**config.mk**
```make
export PLATFORM = sky130hd
export DESIGN_NAME = lsu_mem_if
export DESIGN_NICKNAME = d
export VERILOG_FILES = /design/src/rtl/lsu_mem_if.sv
export SDC_FILE = /design/constraint.sdc
export NUM_CORES = 1
export LEC_CHECK = 0
export ABC_AREA = 1
export BUFFER_PORTS_ARGS = -buffer_cell sky130_fd_sc_hd__buf_2
export CAP_MARGIN = 10
export CORE_UTILIZATION = 33
export DETAILED_ROUTE_END_ITERATION = 6
export SETUP_SLACK_MARGIN = 0.3
export SYNTH_ARGS = -nofsm -noshare
export SYNTH_HDL_FRONTEND = slang
export SYNTH_SLANG_ARGS = --single-unit
```
**constraint.sdc**
```tcl
create_clock -name clk -period 1.85 [get_ports clk]
set_input_delay 0.185 -clock clk [delete_from_list [all_inputs] [get_ports clk]]
set_output_delay 0.185 -clock clk [all_outputs]
set_load 0.1 [all_outputs]
```
**src/rtl/lsu_mem_if.sv**
```systemverilog
// Load/store unit between the single-cycle core datapath and a req/ack data-memory bus.
// Each legal access takes IDLE -> BUSY -> DONE and stalls the core until the DONE cycle.
module lsu_mem_if #(
  parameter int unsigned TIMEOUT_CYCLES = 255
) (
  input  logic        clk,
  input  logic        reset,
  input  logic        MemRead,
  input  logic        MemWrite,
  input  logic [2:0]  Funct3,
  input  logic [31:0] ALUResult,
  input  logic [31:0] WriteData,
  output logic [31:0] ReadData,
  output logic        Stall,
  output logic        AccessErr,
  output logic        BusErr,
  output logic        mem_req,
  output logic        mem_we,
  output logic [31:0] mem_addr,
  output logic [31:0] mem_wdata,
  output logic [3:0]  mem_be,
  input  logic        mem_ack,
  input  logic [31:0] mem_rdata
);

  localparam logic [1:0] S_IDLE = 2'd0;
  localparam logic [1:0] S_BUSY = 2'd1;
  localparam logic [1:0] S_DONE = 2'd2;

  localparam logic [15:0] TMO = 16'(TIMEOUT_CYCLES);

  logic [1:0]  state_q,  state_d;
  logic [15:0] cnt_q,    cnt_d;
  logic [31:0] addr_q,   addr_d;
  logic        we_q,     we_d;
  logic [3:0]  be_q,     be_d;
  logic [31:0] wdata_q,  wdata_d;
  logic [2:0]  f3_q,     f3_d;
  logic [31:0] rdata_q,  rdata_d;
  logic        buserr_q, buserr_d;

  logic access, is_write, f3_legal, aligned;
  logic [3:0]  st_be;
  logic [31:0] st_wdata;

  function automatic logic [31:0] load_extend(input logic [2:0]  f3,
                                              input logic [1:0]  off,
                                              input logic [31:0] word);
    logic [7:0]  b;
    logic [15:0] h;
    logic [31:0] r;
    case (off)
      2'd0:    b = word[7:0];
      2'd1:    b = word[15:8];
      2'd2:    b = word[23:16];
      default: b = word[31:24];
    endcase
    h = off[1] ? word[31:16] : word[15:0];
    case (f3)
      3'b000:  r = {{24{b[7]}}, b};
      3'b001:  r = {{16{h[15]}}, h};
      3'b100:  r = {24'd0, b};
      3'b101:  r = {16'd0, h};
      default: r = word;
    endcase
    return r;
  endfunction

  assign access   = MemRead | MemWrite;
  assign is_write = MemWrite;

  // Unsigned-load encodings are meaningless for stores, so they are rejected there.
  always_comb begin
    case (Funct3)
      3'b000, 3'b001, 3'b010: f3_legal = 1'b1;
      3'b100, 3'b101:         f3_legal = ~is_write;
      default:                f3_legal = 1'b0;
    endcase
    case (Funct3[1:0])
      2'b01:   aligned = ~ALUResult[0];
      2'b10:   aligned = (ALUResult[1:0] == 2'b00);
      default: aligned = 1'b1;
    endcase
  end

  always_comb begin
    st_be    = 4'b1111;
    st_wdata = WriteData;
    if (is_write) begin
      case (Funct3[1:0])
        2'b00: begin
          st_wdata = {4{WriteData[7:0]}};
          case (ALUResult[1:0])
            2'd0:    st_be = 4'b0001;
            2'd1:    st_be = 4'b0010;
            2'd2:    st_be = 4'b0100;
            default: st_be = 4'b1000;
          endcase
        end
        2'b01: begin
          st_wdata = {2{WriteData[15:0]}};
          st_be    = ALUResult[1] ? 4'b1100 : 4'b0011;
        end
        default: begin
          st_wdata = WriteData;
          st_be    = 4'b1111;
        end
      endcase
    end
  end

  always_comb begin
    state_d   = state_q;
    cnt_d     = cnt_q;
    addr_d    = addr_q;
    we_d      = we_q;
    be_d      = be_q;
    wdata_d   = wdata_q;
    f3_d      = f3_q;
    rdata_d   = rdata_q;
    buserr_d  = buserr_q;
    Stall     = 1'b0;
    AccessErr = 1'b0;
    case (state_q)
      S_IDLE: begin
        if (access) begin
          if (f3_legal && aligned) begin
            Stall   = 1'b1;
            state_d = S_BUSY;
            cnt_d   = 16'd0;
            addr_d  = ALUResult;
            we_d    = is_write;
            be_d    = st_be;
            wdata_d = st_wdata;
            f3_d    = Funct3;
          end else begin
            AccessErr = 1'b1;
          end
        end
      end
      S_BUSY: begin
        Stall = 1'b1;
        cnt_d = cnt_q + 16'd1;
        // An ack on the final allowed cycle still completes the access normally.
        if (mem_ack) begin
          if (!we_q) rdata_d = load_extend(f3_q, addr_q[1:0], mem_rdata);
          state_d = S_DONE;
        end else if (cnt_q + 16'd1 == TMO) begin
          rdata_d  = 32'd0;
          buserr_d = 1'b1;
          state_d  = S_DONE;
        end
      end
      S_DONE: begin
        state_d  = S_IDLE;
        cnt_d    = 16'd0;
        buserr_d = 1'b0;
      end
      default: state_d = S_IDLE;
    endcase
  end

  always_ff @(posedge clk) begin
    if (reset) begin
      state_q  <= S_IDLE;
      cnt_q    <= 16'd0;
      addr_q   <= 32'd0;
      we_q     <= 1'b0;
      be_q     <= 4'd0;
      wdata_q  <= 32'd0;
      f3_q     <= 3'd0;
      rdata_q  <= 32'd0;
      buserr_q <= 1'b0;
    end else begin
      state_q  <= state_d;
      cnt_q    <= cnt_d;
      addr_q   <= addr_d;
      we_q     <= we_d;
      be_q     <= be_d;
      wdata_q  <= wdata_d;
      f3_q     <= f3_d;
      rdata_q  <= rdata_d;
      buserr_q <= buserr_d;
    end
  end

  assign mem_req   = (state_q == S_BUSY);
  assign mem_we    = we_q;
  assign mem_addr  = {addr_q[31:2], 2'b00};
  assign mem_wdata = wdata_q;
  assign mem_be    = be_q;
  assign ReadData  = rdata_q;
  assign BusErr    = buserr_q;

endmodule

```
Word-level counts from Yosys, hierarchy flattened
Cells that the tools add are included.

Bitwise operators: 3. Muxes and demuxes: 31. Equality and inequality tests: 22. Add/sub/neg operators: 1. Reduce and logical (&&, ||, !) cells: 17.

Operator list (number): $mux W32 (4); $pmux W32 S4 (1); $pmux W32 S2 (1); $mux W16 (3); $pmux W16 S3 (1); $pmux W8 S3 (1); $add A16 B1 Y16 const B (1); $eq A16 B8 Y1 const B (1); $reduce_and A3 Y1 (5); $eq A3 B3 Y1 const B (4); $pmux W4 S3 (1); $eq A2 B1 Y1 const B (4); $eq A2 B2 Y1 const B (4); $logic_not A2 Y1 (4); $mux W2 (4); $mux W4 (2); $ne A2 B2 Y1 const B (4); $pmux W1 S2 (4); $pmux W4 S2 (1); $mux W1 (7); $eq A3 B1 Y1 const B (2); $logic_not A3 Y1 (2); $pmux W2 S2 (1); $reduce_bool A2 Y1 (2); 9 further kinds (10).

Bits in registers: 123. Word-level logic and storage cells: 83. Input bits: 104.

Logic depth before layout (Yosys ltp)
Gate-level depths: netlist of run 1.

Depth after elaboration: 7. Mapped depth: 15. Gate-level depth less buffers: 14.

Worst setup path after synthesis of run 1
No wires, ideal clock.

Path type: input to output. Start: input port Funct3[0]. End: output port AccessErr. Data required time: 1.665 ns. Data arrival time: 2.867 ns. Stages: 7. Buffers on the path: 0. Setup slack: -1.202 ns. Path through: inv_1 > ha_1 > o21ai_0 > o21ai_0 > nand2_1 > inv_1 > nor3_1.

Longest elaborated chain between the ends: 7. Elaborated cells on any way between the ends: 15. Classes of those cells: eq/ne (6); mux (5); reduce/logical (4).

Ends and longest elaborated chain: start, declared (RTL line 10) `input logic [2:0] Funct3,`; $eq A3 B1 Y1, or another cell as far along (RTL line 74) `case (Funct3)`; $reduce_or A3 Y1 / $reduce_or A2 Y1 (equally long branches) (RTL line 74); $pmux W1 S2 (RTL line 74); $logic_and A1 B1 Y1 * (RTL line 127) `if (f3_legal && aligned) begin`; $mux W1 * (RTL line 127); $mux W1 * (RTL line 126) `if (access) begin`; $mux W1 * (RTL line 124) `case (state_q)`; end, declared (RTL line 15) `output logic AccessErr,`.

Mark *: on every way between the ends. The rest lies on a longest branch, timed or not.

Worst setup path after layout of run 1
Start: register cnt_q[0]. End: register rdata_q[5], in the netlist ReadData[5].

Longest elaborated chain between the ends: 4.

Ends and longest elaborated chain: start, declared (RTL line 33) `logic [15:0] cnt_q, cnt_d;`; start signal, assigned (RTL line 176) `cnt_q <= cnt_d;`; $add A16 B1 Y16 (RTL line 148) `end else if (cnt_q + 16'd1 == TMO) begin`; $eq A16 B8 Y1 (RTL line 148); $reduce_bool A2 Y1 (no source line); $reduce_and A3 Y1 (no source line); end signal, assigned (RTL line 182) `rdata_q <= rdata_d;`; end, declared (RTL line 39) `logic [31:0] rdata_q, rdata_d;`.

Every way passes these cells. A chain may end at the register's enable or synchronous reset.

==> results of run 1 <==
## cell usage in the layout (no fill, tap or decap), drive strengths merged, types with 2 or more instances in the layout
cell	synthesis	routed
clkinvlp	0	5
nand2	232	232
o22ai	4	4
nand3b	2	2
nand4	9	9
conb	1	2
nor2	200	200
clkinv	2	8
inv	53	53
a311oi	4	4
o211ai	10	10
clkbuf	41	31
o21ai	82	82
a21oi	58	58
a31oi	17	17
dlygate4sd3	0	28
nand3	26	26
buf	40	318
ha	8	8
a211oi	7	7
dfxtp	123	123
## metal layers
metal  up-vias  global-route usage [%]  wire (µm)
met4         2                   5.673        340
met1      3371                   25.99       9587
met3        32                   5.041       1187
met2       230                   34.30      10770
met5         -                       0         13
li1       3565                       -          -
## registers in the layout, indices dropped and copies added, names as in the netlist
name       cells
mem_be         4
addr_q        32
cnt_q         16
mem_wdata     32
state_q        2
ReadData      32
mem_we         1
f3_q           3
BusErr         1
## per-stage QoR
stage,cell area [µm²],setup WS [ps]
floorplan,6491,-75.74
global placement,7885,-133.4
detailed placement,7885,-174.8
CTS,8966,-113.8
global route,10210,-287.1
finish,10210,-195.9
## layout make-up
| type | instances | area share, % |
|---|---|---|
| multi-input combinational | 669 | 37.65 |
| inverter | 55 | 2.206 |
| sequential | 123 | 24.46 |
| clock inverter | 12 | 1.128 |
| timing repair buffer | 357 | 27.25 |
| tap | 229 | 2.807 |
| antenna | 1 | 0.02451 |
| clock buffer | 20 | 4.474 |
## what timing repair did
item | in CTS | in global routing
hold endpoints to repair | 28 | 0
pin swaps | 10 | 94
cloned | 1 | 12
hold buffers | 28 | 0
setup buffers | 10 | 29
endpoints found under the setup margin | 103 | 102
gates resized for setup | 38 | 205
## critical path, stage by stage (launching register included)
cell       delay, ps
dfxtp_4          370
ha_4             150
nand3_4          100
nor2_4           150
nand3_2           80
nand2_2           90
nand2_4           70
nor2_4           110
nand2_2           70
nor2_4           120
nand3_4          110
nand2_8          170
clkbuf_16        180
nand2_2           40
nand2_1           60
nor2_1            40
## cells in the mapped netlist (all sizes together)
| master | count | area (µm²) |
|---|---|---|
| conb | 1 | 3.750 |
| o211a | 1 | 10.01 |
| a211oi | 7 | 52.55 |
| a2bb2oi | 1 | 8.760 |
| clkbuf | 41 | 153.9 |
| nand2 | 232 | 878.3 |
| o21ai | 82 | 410.4 |
| o31ai | 1 | 7.510 |
| ha | 8 | 100.1 |
| nor2 | 200 | 775.7 |
| xor2 | 1 | 8.760 |
| nor3 | 1 | 5.000 |
| a21boi | 1 | 7.510 |
| inv | 53 | 198.9 |
| dfxtp | 123 | 2462 |
| a311oi | 4 | 35.03 |
| nand3 | 26 | 135.1 |
| buf | 40 | 311.5 |
| nand4 | 9 | 56.30 |
| o22ai | 4 | 25.02 |
| a21oi | 58 | 305.3 |
| nand3b | 2 | 15.01 |
| o21bai | 1 | 7.510 |
| a31oi | 17 | 106.4 |
| clkinv | 2 | 7.510 |
| or2 | 1 | 6.260 |
| o211ai | 10 | 75.07 |
## logic make-up (layout without fill, tap and decap cells)
| group | after synthesis | in the layout | synth area share [%] |
|---|---|---|---|
| AND/OR/NAND/NOR | 471 | 471 | 30.34 |
| other | 1 | 3 | 0.06078 |
| adder cells (fa/ha/maj) | 8 | 8 | 1.622 |
| AO/OA/AOI/OAI | 187 | 187 | 17.03 |
| flip-flops | 123 | 123 | 39.91 |
| buffers and inverters | 136 | 444 | 10.89 |
| XOR/XNOR | 1 | 1 | 0.1420 |
## power by group
part | switching [mW] | internal (mW)
clock | 1.33 | 1.93
sequential | 0.226 | 2.97
combinational | 3.11 | 1.45
total | 4.67 | 6.35
## worst min path at each step
stage	start	endpoint	slack, ps	cells past startpoint
2_1_floorplan	ALUResult[10]	addr_q[10]	320	2
3_3_place_gp	ALUResult[13]	addr_q[13]	410	3
3_5_place_dp	ALUResult[21]	addr_q[21]	420	3
4_1_cts	ALUResult[16]	addr_q[16]	3	3
5_1_grt	WriteData[24]	mem_wdata[24]	20	3
6_report	ALUResult[29]	addr_q[29]	5	3
==> impl_metrics.toml, run 1 <==
[timing]
worst_pin_slew_ps = 738.5
setup_ws_ps = -195.9
fin_skew_ps = 8.459
slew_viol_final = 0
holdWs_ps = 4.580
finalSetupTns_ps = -5531
slew_headroom_pct = 50.77
layout_min_cycle_time_ps = 2046
rsz0062_at_grt = "true"
period_share_pct = 110.6
fmax_mhz = 488.8
setup_violations = 36
hold_viol_final = 0

[run]
maxCapViolCount = 0

[die]
die_w_um = 138.7
die-area_um2 = 19250
core.rowCount = 49
ios = 209
die_y_um = 138.7
coreArea_um2 = 18150
start_util_pct = 34.00

[pwr]
power_leakage_nw = 4.672
finalPower_mw = 11.02
vdd_drop_max_mv = 0.7441
p_per_area_nw_per_um2 = 1079

[finish]
final-instance-count-excl-fill = 1466
multi_input_area_um2 = 3844
drive_above_1_share_pct = 43.37
syn_to_final_growth_pct = 65.46
fin_util_pct = 56.25
regArea_um2 = 2497
n_fill_cell = 1684
nNetsFinal = 1335

[outcome]
violations = "design-rule violations, negative setup slack"
outcome = "finished, violations left"

[logic_synthesis]
yosysWarnings = 0
avgSynthCellArea_um2 = 6.656
syn-cell-area_um2 = 6170
yosys_register_bits = 123
synth_cells = 927
yosys.cell_types.count = 37
ys_seq_area_share_pct = 39.91

[route]
detail-route-antenna-nets = 0
avgRoutedWirePerCell_um = 14.94
drc = 11
num_vias = 7200
first_pass_iters = 7
routed_wl_mm = 21.90
vias_per_cell = 4.911
drtIter0Drc = 448

[clocking]
cts_sinks = 123
clock_latency_ps = 420
cts_root_buf = "clkbuf_16"
clk_path_buf_depth = 2
cts_tree = "done"
htree_levels = 4
numCtsBuffers = 17
clk_pin_slew_ps = 60

[critical_path]
r2r_slack_ps = -200
cp-end-kind = "flop"
criticalPathCategory = "reg -> reg"
cp-endpoint = "ReadData[5]"
rr_startpoint = "cnt_q[0]"
cp_max_fo = 7
cp.arrival_ps = 2360
crit_required_ps = 2160
worstRegToRegCells = 15
cp-startpoint = "cnt_q[0]"
worst_setup_path_start_kind = "flop"
reg2reg_to = "ReadData[5]"

[global_routing]
grt_pass1_vias = 6425
grt_overflow = 0
antenna_found_initial = 2
grt_use_total_pct = 20.42
grt_start_max_net_pins = 55
grt_pass1_wl_mm = 31.82

[placed_design]
routabilityCongestion = 0.8621
place_inst = 1353
dp_hpwl_mm = 13.68
io_buffers = 206

[hold_path]
hold_class = "in -> reg"
Power figures use the tool's default switching activity.
==> run 2: changes to the inputs <==
- ABC_AREA: 1 -> default
==> impl_metrics.toml, run 2 <==
[timing]
layout_min_cycle_time_ps = 2222
setup_ws_ps = -371.8
fin_skew_ps = 10.21
worst_pin_slew_ps = 638.0
finalSetupTns_ps = -10330
period_share_pct = 120.1
setup_violations = 35
slew_headroom_pct = 57.38
fmax_mhz = 450.1
rsz0062_at_grt = "true"
hold_viol_final = 0
slew_viol_final = 0

[logic_synthesis]
synth.area.top_cells = "dfxtp_1 (41%), nand2_1 (9.8%), a21oi_1 (5.4%)"
avgSynthCellArea_um2 = 7.869
synthFlopType = "dfxtp_1"
syn-cell-area_um2 = 5957
yosys.cell_types.count = 51
yosysWarnings = 0
synth_cells = 757
synth_common_cells = "nand2_1 (155), dfxtp_1 (123), a21oi_1 (64)"
async_flop_share_pct = 0
yosysTopAreaCellShare_pct = 41.34
yosys_register_bits = 123
synth-edff-count = 0
ys_seq_area_share_pct = 41.34
synth_most_common_cell = "nand2_1"
yosys.area.top_type = "dfxtp_1"

[global_routing]
grt_pass1_vias = 6150
grt_use_total_pct = 20.98
grt_start_max_net_pins = 82
grt_overflow = 0
grt_pass1_wl_mm = 30.57
antenna_found_initial = 0

[route]
detail-route-antenna-nets = 0
first_pass_iters = 4
num_vias = 6426
drc = 0
drtIter0Drc = 340
avgRoutedWirePerCell_um = 16.05
vias_per_cell = 5.072
routed_wl_mm = 20.33

[die]
die_y_um = 136.4
core.rowCount = 48
coreArea_um2 = 17480
die_w_um = 136.4
die-area_um2 = 18590
start_util_pct = 34.09
ios = 209

[critical_path]
cp-startpoint = "cnt_q[1]"
cp_max_fo = 32
cp-end-kind = "flop"
criticalPathCategory = "reg -> reg"
crit_required_ps = 2160
worst_setup_path_start_kind = "flop"
cp.arrival_ps = 2530
rr_startpoint = "cnt_q[1]"

[finish]
drive_above_1_share_pct = 54.22
syn_to_final_growth_pct = 73.79
regArea_um2 = 2492
layout_commonest_cell = "buf_2"
multi_input_area_um2 = 4159
n_fill_cell = 1498
n_antenna_cell = 0
nNetsFinal = 1141
final-instance-count-excl-fill = 1267
fin_util_pct = 59.24
final_cell_mix = "buf_2 (200), dfxtp_1 (111), nand2_1 (96), buf_4 (64)"

[pwr]
power_leakage_nw = 4.428
finalPower_mw = 9.590
vdd_drop_max_mv = 0.7787
p_per_area_nw_per_um2 = 926.3

[run]
maxCapViolCount = 0

[hold_path]
hold_class = "in -> reg"
hold_path_startpoint = "ALUResult[21]"

[placed_design]
routabilityCongestion = 0.8142
place_inst = 1171
io_buffers = 206
dp_hpwl_mm = 11.88
post-place-ws_ps = -301.3

[outcome]
violations = "negative setup slack"
outcome = "finished, violations left"

[clocking]
cts_root_buf = "clkbuf_16"
htree_levels = 4
clk_pin_slew_ps = 60
numCtsBuffers = 17
cts_sinks = 123
clock_latency_ps = 420
cts_tree = "done"
clk_path_buf_depth = 2
-- run 2: timing repair --
action                     4_1_cts  5_1_grt
setup endpoints to repair      125      125
hold buffers                    19        0
hold endpoints to repair        19        0
setup buffers                   26        4
gates cloned                    10        5
pin swaps                      100       56
gates resized for setup        182      120
-- run 2: final cells by class --
| class | instances | area share (%) |
|---|---|---|
| Multi-Input combinational cell | 533 | 40.17 |
| Tap cell | 225 | 2.719 |
| Clock buffer | 18 | 4.146 |
| Inverter | 15 | 0.9548 |
| Sequential cell | 123 | 24.08 |
| Timing Repair Buffer | 339 | 26.17 |
| Clock inverter | 14 | 1.765 |
-- run 2: stage by stage --
step / cell area (µm²) / hold slack, ps
final: 10350 / 16.20
after global routing: 10350 / 2.975
after CTS: 9687 / 0.9603
after detailed placement: 7774 / 430.7
after global placement: 7774 / 425.8
after floorplan: 6386 / 321.0
-- run 2: layer usage --
metal	track usage (%)	part of all wire, %	vias up
met5	0	0	-
met4	5.062	1.1	0
met1	26.41	43	3074
li1	-	-	3144
met3	5.145	5.6	21
met2	35.67	50	187
-- run 2: worst max-delay path, cell delays in order (launching register included) --
cell     delay [ps]
dfxtp_4         380
ha_4            170
and3_4          180
nand4_1         130
mux2i_2         240
nand4_1         200
nor4_4          220
o22ai_2         150
buf_12          180
a22o_1          250
-- run 2: report_power, final --
group	leakage [nW]	switching (mW)	internal, mW
Combinational	3.13	2.11	1.06
Clock	0.297	1.34	2.15
Sequential	1.01	0.134	2.80
Total	4.43	3.58	6.01
-- run 2: worst paths after layout --
path                   to  cells after the start  slack (ps)
max          ReadData[16]                      9        -370
min            addr_q[21]                      3          20
max reg2reg  ReadData[16]                      9        -370
min reg2reg  ReadData[10]                      1         450
-- run 2: logic make-up after synthesis --
family | after synthesis | share of synthesized area, %
AO/OA/AOI/OAI | 185 | 20.16
buffers and inverters | 102 | 8.864
multiplexers | 14 | 2.373
XOR/XNOR | 5 | 0.7351
other | 1 | 0.06295
adder cells (fa/ha/maj) | 8 | 1.680
flip-flops | 123 | 41.34
AND/OR/NAND/NOR | 319 | 24.78
==> run 3: changes to the inputs <==
- CAP_MARGIN: 10 -> 15
- SKIP_CTS_REPAIR_TIMING: default -> 1
==> impl_metrics.toml, run 3 (same netlist as run 2, synthesis figures left out) <==
[global_routing]
grt_use_total_pct = 18.16
grt_start_max_net_pins = 82
antenna_found_initial = 0
grt_pass1_vias = 5500
grt_pass1_wl_mm = 26.76
grt_overflow = 0

[critical_path]
r2r_slack_ps = -420
cp_max_fo = 32
cp.arrival_ps = 2580
worst_setup_path_start_kind = "flop"
crit_required_ps = 2160
criticalPathCategory = "reg -> reg"
cp-end-kind = "flop"

[timing]
hold_viol_final = 0
period_share_pct = 122.6
slew_viol_final = 0
fin_skew_ps = 10.77
slew_headroom_pct = 55.65
fmax_mhz = 441.0
worst_pin_slew_ps = 663.8
rsz0062_at_grt = "true"
setup_ws_ps = -417.6
layout_min_cycle_time_ps = 2268
setup_violations = 36

[finish]
fin_util_pct = 56.54
final-instance-count-excl-fill = 1236
final_cell_mix = "buf_2 (200), dfxtp_1 (112), nand2_1 (94), buf_4 (57), a21oi_2 (42)"
nNetsFinal = 1110
n_antenna_cell = 0
syn_to_final_growth_pct = 65.87
n_fill_cell = 1565
drive_above_1_share_pct = 53.21
layout_commonest_cell = "buf_2"

[die]
coreArea_um2 = 17480
core.rowCount = 48
die_y_um = 136.4
ios = 209
die_w_um = 136.4
die-area_um2 = 18590
start_util_pct = 34.09

[clocking]
htree_levels = 4
numCtsBuffers = 17
cts_tree = "done"
cts_sinks = 123
clk_pin_slew_ps = 60
cts_root_buf = "clkbuf_16"
clock_latency_ps = 420
clk_path_buf_depth = 2

[outcome]
violations = "negative setup slack"
outcome = "finished, violations left"

[route]
vias_per_cell = 5.079
drtIter0Drc = 388
num_vias = 6278
avgRoutedWirePerCell_um = 15.89
routed_wl_mm = 19.64
first_pass_iters = 5
detail-route-antenna-nets = 0
drc = 0

[placed_design]
place_inst = 1171
routabilityCongestion = 0.8142
io_buffers = 206
dp_hpwl_mm = 11.88

[pwr]
power_leakage_nw = 4.343
vdd_drop_max_mv = 0.8310
p_per_area_nw_per_um2 = 946.7

[run]
maxCapViolCount = 0

[hold_path]
hold_class = "in -> reg"
## run 3: cell types whose count changed in the layout (fill, tap and decap cells not counted), sizes merged
| cell | delta |
|---|---|
| dlygate4sd3 | -13 |
| buf | -25 |
| clkbuf | +7 |
## run 3: layout make-up
type	instances	area, µm²	area share [%]
clock buffers	18	429.2	4.343
inverters	15	98.84	1.000
flip-flops and latches	123	2486	25.16
repair buffers	308	2318	23.46
well taps	225	281.5	2.849
clock inverters	14	182.7	1.849
multi-input cells	533	4084	41.33
## run 3: metrics by stage
step	setup WS [ps]	cell area [µm²]	TNS [ps]	total power, mW	hold WS, ps
after global routing	-490.0	9881	-14770	9.708	-1.777
after global placement	-270.7	7774	-20930	5.337	425.8
after CTS	-382.8	8386	-11240	8.858	-19.10
after detailed placement	-301.3	7774	-21830	5.344	430.7
after floorplan	-115.1	6386	-2613	4.851	321.0
final	-417.6	9881	-11870	9.354	8.218
## run 3: report_power, final
group / switching, mW / internal (mW)
clock network: 1.34 / 2.15
registers: 0.109 / 2.81
logic: 2.06 / 0.896
total: 3.50 / 5.85
## run 3: metal layers
| layer | vias up | part of all wire [%] | GRT usage, % |
|---|---|---|---|
| met3 | 24 | 5.2 | 5.220 |
| met5 | - | 0 | 0 |
| met4 | 0 | 1.3 | 4.815 |
| met2 | 187 | 49 | 28.91 |
| li1 | 3081 | - | - |
| met1 | 2986 | 45 | 23.81 |
## run 3: worst paths after layout
check	from	to	depth (start not counted)
max	cnt_q[1]	ReadData[16]	9
min	ALUResult[28]	addr_q[28]	3
max reg2reg	cnt_q[1]	ReadData[16]	9
min reg2reg	ReadData[10]	ReadData[10]	1
## run 3: worst max-delay path, cell delays in order, from the launching register on
cell,delay (ps)
dfxtp_4,390
ha_4,170
nand3_2,150
nor3_1,230
o221a_2,250
nand4_1,160
nor4_4,220
o22ai_2,150
buf_12,180
a22o_1,250
